<file path="config.mk">
export PLATFORM = sky130hd
export DESIGN_NAME = cla16_pipe
export DESIGN_NICKNAME = d
export VERILOG_FILES = /design/src/rtl/cla16_pipe.sv
export SDC_FILE = /design/constraint.sdc
export NUM_CORES = 1
export LEC_CHECK = 0
export BUFFER_PORTS_ARGS = -buffer_cell sky130_fd_sc_hd__buf_2
export CORE_ASPECT_RATIO = 1.75
export CORE_MARGIN = 1.5
export CORE_UTILIZATION = 25
export CTS_CLUSTER_DIAMETER = 200
export DETAILED_ROUTE_END_ITERATION = 8
export PLACE_DENSITY = 0.46
export SLEW_MARGIN = 5
export SYNTH_ARGS = -nofsm -noshare
export SYNTH_HDL_FRONTEND = slang
export SYNTH_SLANG_ARGS = --single-unit
</file>
<file path="constraint.sdc">
create_clock -name clk -period 1.5 [get_ports clk]
set_clock_uncertainty 0.15 [all_clocks]
set_input_delay 0.15 -clock clk [delete_from_list [all_inputs] [get_ports clk]]
set_output_delay 0.15 -clock clk [all_outputs]
set_load 0.01 [all_outputs]
</file>
<file path="src/rtl/cla16_pipe.sv">
// Two-stage pipelined 16-bit carry-lookahead adder with elastic valid/ready
// ports. Stage 1 registers bit and group g/p terms; stage 2 resolves carries.

module gp4 (
  input  logic [3:0] gin,
  input  logic [3:0] pin,
  input  logic       cin,
  output logic       gout,
  output logic       pout,
  output logic [3:0] cout
);
  // cout[k] is the carry out of bit k, i.e. the carry into bit k+1.
  assign cout[0] = gin[0] | (pin[0] & cin);
  assign cout[1] = gin[1] | (pin[1] & gin[0]) | (pin[1] & pin[0] & cin);
  assign cout[2] = gin[2] | (pin[2] & gin[1]) | (pin[2] & pin[1] & gin[0])
                 | (pin[2] & pin[1] & pin[0] & cin);
  assign cout[3] = gout | (pout & cin);
  assign gout    = gin[3] | (pin[3] & gin[2]) | (pin[3] & pin[2] & gin[1])
                 | (pin[3] & pin[2] & pin[1] & gin[0]);
  assign pout    = &pin;
endmodule

module cla16_pipe (
  input  logic        clk,
  input  logic        rst,
  input  logic        in_valid,
  output logic        in_ready,
  input  logic [15:0] a,
  input  logic [15:0] b,
  input  logic        cin,
  output logic        out_valid,
  input  logic        out_ready,
  output logic [15:0] sum,
  output logic        cout,
  output logic        gout,
  output logic        pout
);
  // Handshake: a beat transfers on any edge where valid & ready are both high.
  // ready never depends on the same port's valid, so no combinational loop.

  logic        s1_valid;
  logic [15:0] s1_p, s1_g;
  logic [3:0]  s1_grp_g, s1_grp_p;
  logic        s1_cin;

  logic        s2_ready, advance, load;

  logic [15:0] bit_g, bit_p;
  logic [3:0]  grp_g, grp_p;
  logic [3:0]  s1_grp_cout [4];

  assign bit_g = a & b;
  assign bit_p = a ^ b;

  // Stage 1 groups only need G/P, so their carry-in is tied low.
  for (genvar j = 0; j < 4; j++) begin : g_s1_grp
    gp4 u_gp4 (
      .gin  (bit_g[4*j +: 4]),
      .pin  (bit_p[4*j +: 4]),
      .cin  (1'b0),
      .gout (grp_g[j]),
      .pout (grp_p[j]),
      .cout (s1_grp_cout[j])
    );
  end

  logic       l2_gout, l2_pout;
  logic [3:0] l2_cout;
  logic [3:0] grp_cin;

  gp4 u_level2 (
    .gin  (s1_grp_g),
    .pin  (s1_grp_p),
    .cin  (s1_cin),
    .gout (l2_gout),
    .pout (l2_pout),
    .cout (l2_cout)
  );

  assign grp_cin = {l2_cout[2:0], s1_cin};

  logic [3:0] s2_grp_cout [4];
  logic [3:0] s2_grp_g_unused, s2_grp_p_unused;

  // Group units re-evaluated with their real carry-in give intra-group carries.
  for (genvar j = 0; j < 4; j++) begin : g_s2_grp
    gp4 u_gp4 (
      .gin  (s1_g[4*j +: 4]),
      .pin  (s1_p[4*j +: 4]),
      .cin  (grp_cin[j]),
      .gout (s2_grp_g_unused[j]),
      .pout (s2_grp_p_unused[j]),
      .cout (s2_grp_cout[j])
    );
  end

  logic [15:0] carry_into;
  logic [15:0] sum_next;
  logic        cout_next;

  always_comb begin
    carry_into = '0;
    for (int j = 0; j < 4; j++) begin
      carry_into[4*j]   = grp_cin[j];
      carry_into[4*j+1] = s2_grp_cout[j][0];
      carry_into[4*j+2] = s2_grp_cout[j][1];
      carry_into[4*j+3] = s2_grp_cout[j][2];
    end
    sum_next  = s1_p ^ carry_into;
    cout_next = l2_gout | (l2_pout & s1_cin);
  end

  logic unused_bits;
  assign unused_bits = ^{s1_grp_cout[0], s1_grp_cout[1], s1_grp_cout[2],
                         s1_grp_cout[3], s2_grp_cout[0][3], s2_grp_cout[1][3],
                         s2_grp_cout[2][3], s2_grp_cout[3][3], l2_cout[3],
                         s2_grp_g_unused, s2_grp_p_unused};

  assign s2_ready = !out_valid || out_ready;
  assign in_ready = !s1_valid || s2_ready;
  assign advance  = s1_valid && s2_ready;
  assign load     = in_valid && in_ready;

  always_ff @(posedge clk) begin
    if (rst) begin
      s1_valid  <= 1'b0;
      s1_p      <= '0;
      s1_g      <= '0;
      s1_grp_g  <= '0;
      s1_grp_p  <= '0;
      s1_cin    <= 1'b0;
      out_valid <= 1'b0;
      sum       <= '0;
      cout      <= 1'b0;
      gout      <= 1'b0;
      pout      <= 1'b0;
    end else begin
      if (load) begin
        s1_p     <= bit_p;
        s1_g     <= bit_g;
        s1_grp_g <= grp_g;
        s1_grp_p <= grp_p;
        s1_cin   <= cin;
        s1_valid <= 1'b1;
      end else if (advance) begin
        s1_valid <= 1'b0;
      end

      if (advance) begin
        sum       <= sum_next;
        cout      <= cout_next;
        gout      <= l2_gout;
        pout      <= l2_pout;
        out_valid <= 1'b1;
      end else if (out_ready) begin
        out_valid <= 1'b0;
      end
    end
  end
endmodule

</file>
* After elaboration in Yosys (flattened, before gate mapping)
Cells that the tools add are included.
** Word-level totals
- Output and inout port bits :: 21
- Input bits :: 37
- Flip-flop bits (word level) :: 61
- Word-level logic and storage cells :: 148
** Cells by class
- Multiplexer cells :: 4
- Bitwise logic cells :: 120
- Reduce and logical (&&, ||, !) cells :: 13
** Operator list (count)
- $and 1x1->1 :: 71
- $or 1x1->1 :: 46
- $xor 16x16->16 :: 2
- $reduce_and 4->1 :: 5
- $and 16x16->16 :: 1
- $mux 1 :: 4
- $reduce_bool 2->1 :: 2
- $logic_and 1x1->1 :: 2
- $logic_not 1->1 :: 2
- $logic_or 1x1->1 :: 2

* Longest topological paths before layout
- Word-level depth :: 7
- Mapped depth :: 7
- Mapped depth without buffers :: 7

* Hierarchy
From an unflattened synthesis, not the netlist that was laid out.
** Unflattened totals
- Cells, all modules :: 379
- Area, all modules :: 3477.1 µm²
** By module, submodules not included
- cla16_pipe :: times used 1, area each 2936.6 µm², seq. area each 1241.2 µm², cells an instance 289
- gp4 :: times used 9, area each 60.1 µm², seq. area each 0.0 µm², cells an instance 10

* Worst setup path after synthesis
No wires, ideal clock.
- Kind :: flip-flop to flip-flop
- From :: reg s1_grp_p[0]
- To :: reg sum[13]
- Clock period less this slack :: 1.589 ns
- Cell stages (with the launch flop) :: 8
- Arrival :: 1.369 ns
- Buffers on the path :: 0
- Library setup time :: 0.070 ns
- Path slack :: -0.089 ns
- Cell sequence :: dfxtp_1 -> a211oi_2 -> o21bai_1 -> ha_1 -> nor2_1 -> xnor2_1 -> nand2_1 -> a21oi_1
** Between the ends
- Longest elaborated chain between the ends :: 6
** Ends and longest elaborated chain
- from (decl) :: RTL line 43 : logic [3:0] s1_grp_g, s1_grp_p;
- from (signal assigned) :: RTL line 142 : s1_grp_p <= grp_p;
- $and 1x1->1 (2 in series) :: RTL line 16 : | (pin[2] & pin[1] & pin[0] & cin);
- $or 1x1->1 :: RTL line 16
- $and 1x1->1 :: RTL line 13 : assign cout[0] = gin[0] | (pin[0] & cin);
- $or 1x1->1 :: RTL line 13
- $xor 16x16->16 :: RTL line 109 : sum_next = s1_p ^ carry_into;
- to (signal assigned) :: RTL line 150 : sum <= sum_next;
- to (decl) :: RTL line 33 : output logic [15:0] sum,
Every way passes these cells.
A chain may end at the register's enable or synchronous reset.

* Final worst setup path
- From :: reg s1_grp_p[0]
- To :: reg sum[9]
** Between the ends
- Longest elaborated chain between the ends :: 6
** Ends and longest elaborated chain
- $and 1x1->1 (2 in series) :: RTL line 14 : assign cout[1] = gin[1] | (pin[1] & gin[0]) | (pin[1] & pin[0] & cin);
- $or 1x1->1 :: RTL line 14
- $and 1x1->1 :: RTL line 13
- $or 1x1->1 :: RTL line 13
- $xor 16x16->16 :: RTL line 109
Every way passes these cells.

==> impl_metrics.py <==
metrics = {
    "synthesis": {
        "yosys.area_share.simple": 0.2485,
        "synthAdderAreaFrac": 0.08764,
        "synth_xor_area_frac": 0.01534,
        "synth.net_count": 409,
        "yosysWarnings": 0,
        "syn_avg_cell_area_um2": 8.111,
        "synth_cell_types": 46,
        "synth.top_cell.area_share": 0.4067,
        "synth_area_leaders": "dfxtp_1 41%, nand2_1 11%, a21oi_1 9.1%",
        "synth_compound_area_frac": 0.2042,
        "synth_flop_cell": "dfxtp_1",
        "syn-cell-area_mm2": 0.002855,
        "synth_seq_area_share": 0.4067,
        "synth_top_family_by_area": "simple AND/OR/NAND/NOR gates",
        "synth.area.mux_share": 0,
        "synth.largest_area_cell": "dfxtp_1",
        "synth-seq-cells": 58,
        "synth_cells": 352,
        "ys_async_sr_fraction": 0,
        "synth_edf_count": 0,
    },
    "finish": {
        "num_antenna_cells": 0,
        "nNetsFinal": 498,
        "drive_gt1_frac": 0.3049,
        "syn2layout_area_growth_pct": 39.13,
        "final_cell_mix": "85 x nand2_1, 56 x buf_2, 53 x dfxtp_1, 49 x a21oi_1, 32 x buf_4",
        "layout.cells.most_common": "nand2_1",
    },
    "route": {
        "post_drt_wl_per_cell_um": 13.51,
        "vias": 2706,
        "drt_pre_antenna_iters": 4,
        "drt_iter0_drc": 105,
        "drt-total-wl_um": 7808,
        "postRouteAntennaNets": 0,
        "vias_per_cell": 4.682,
        "drc": 0,
    },
    "critical_path": {
        "r2r_slack_ns": -0.05,
        "required_ns": 1.61,
        "crit_fanout": 4,
        "arrival_ns": 1.66,
        "crit_path_start_kind": "flip-flop",
        "crit_type": "flip-flop to flip-flop",
        "cp-end-kind": "flip-flop",
    },
    "grt": {
        "overflow": 0,
        "antenna_found_initial": 0,
        "grt_usage": 0.1365,
        "grt_max_degree": 31,
        "grt_pass1_vias": 2563,
        "grt_pass1_wl_um": 12840,
    },
    "status": {
        "status": "complete, but fails checks",
        "violations": "negative setup slack",
    },
    "cts": {
        "clk_pin_slew_ns": 0.05,
        "clock_sinks": 58,
        "htree_levels": 3,
        "cts-root-buf": "clkbuf_16",
        "cts_made_buffers": 9,
        "cts_tree": "yes",
        "clockBufferDepth": 2,
        "clk-insertion-delay-late_ns": 0.32,
    },
    "sta": {
        "grt_setup_unrepaired": "true",
        "min_period_ns": 1.554,
        "hold_violations": 0,
        "worst_slew_pin_slew_ns": 0.2781,
        "maxSlewViolCount": 0,
        "setup_ws_ns": -0.05383,
        "max_freq_mhz": 643.6,
        "fin_setup_tns_ns": -0.1915,
        "setup_viol": 5,
        "fin_crit_sh": 1.036,
        "slew_headroom": 0.8132,
    },
    "die": {
        "num_io_pins": 58,
        "die_y_um": 144.4,
        "die_width_um": 83.79,
        "core_area_mm2": 0.01110,
        "rows": 51,
        "start_util": 0.2572,
        "fp.dieArea_mm2": 0.01210,
    },
    "placed_design": {
        "dp_slack_ns": -0.08371,
        "detailed_place_hpwl_um": 6059,
        "numPortBuffers": 57,
        "place.gp.congestion": 0.8020,
    },
    "job": {
        "maxCapViolations": 0,
    },
    "pwr": {
        "powerDensity_mw_per_mm2": 1064,
        "ir_drop_v": 0.0005052,
        "total_leakage_power_nw": 1.694,
    },
    "worst_hold_path": {
        "min_path_type": "input pin to flip-flop",
    },
}
cells by family (layout without fill, tap and decap cells):
| group | Yosys count | after routing |
|---|---|---|
| fa+ha+maj | 20 | 20 |
| xor+xnor | 5 | 5 |
| flops | 58 | 58 |
| simple gates | 153 | 153 |
| buf+inv | 24 | 118 |
| compound gates | 92 | 92 |
worst paths after layout:
kind	from	end	cells after the start
setup / recovery	s1_grp_p[0]	sum[9]	7
hold / removal	b[12]	s1_p[12]	4
setup reg to reg	s1_grp_p[0]	sum[9]	7
hold reg to reg	sum[5]	sum[5]	2
worst max-delay path, cell delays in order (launching register included):
cell,delay (ns)
dfxtp_4,0.36
a21o_4,0.23
a21o_1,0.19
ha_4,0.17
nor2_4,0.07
xnor2_1,0.11
nand2_1,0.07
a21oi_1,0.15
report_power, final:
part	total (W)	switching, W	internal, W
clock	0.00191	0.000667	0.00124
combinational	0.000620	0.000320	0.000300
sequential	0.00170	0.0000729	0.00162
total	0.00423	0.00106	0.00317
layer usage:
layer  GRT usage  routed length [um]  up-vias  part of all wire
met5           0                   0        -                 0
met4     0.06126                 155        0             0.020
met3     0.03482                 260       10             0.033
met2      0.2351                3968       46              0.51
met1      0.1592                3423     1241              0.44
li1            -                   -     1409                 -
registers in the layout (all words and copies together) (netlist names):
| signal | count |
|---|---|
| s1_grp_p | 4 |
| s1_grp_g | 4 |
| s1_g | 12 |
| cout | 1 |
| s1_valid | 1 |
| pout | 1 |
| s1_p | 16 |
| s1_cin | 1 |
| gout | 1 |
| out_valid | 1 |
| sum | 16 |
repair_timing:
item                                    CTS  global route
pin swaps                                 6            11
endpoints found under the setup margin    5            36
resized for setup                        10            14
endpoints found under the hold margin     6             0
hold buffers                              3             0
buffers inserted                          1             1
cell usage after synthesis (4+ instances only):
cell and number:
buf_2 11, and4_1 4, clkbuf_1 5, inv_1 5, nand2_1 86, nand3_1 7, a21oi_1 52, nor2b_1 5
xnor2_1 5, a21o_1 5, nand3b_1 5, a211oi_1 7, o21ai_0 8, dfxtp_1 58, nor2_1 25, ha_1 20
cell type report:
type / instances / area, um^2
multi-input combinational: 270 / 1674
clock inverter: 2 / 10.01
fill: 1225 / 7131
sequential: 58 / 1177
clock buffer: 14 / 274.0
inverter: 5 / 18.77
timing repair buffer: 97 / 653.1
tap: 132 / 165.2
metrics by stage:
step	std cells	hold slack, ns	utilization	cell area, um^2	total power, W
after floorplan	352	0.1256	-	2880	0.002052
after global placement	557	0.2821	0.3201	3555	0.002315
after detailed placement	557	0.2774	0.3201	3555	0.002320
after CTS	577	0.07149	0.3523	3911	0.004264
after global routing	578	0.09483	0.3578	3973	0.004435
final	578	0.07252	0.3578	3973	0.004229
Power figures use the tool's default switching activity.
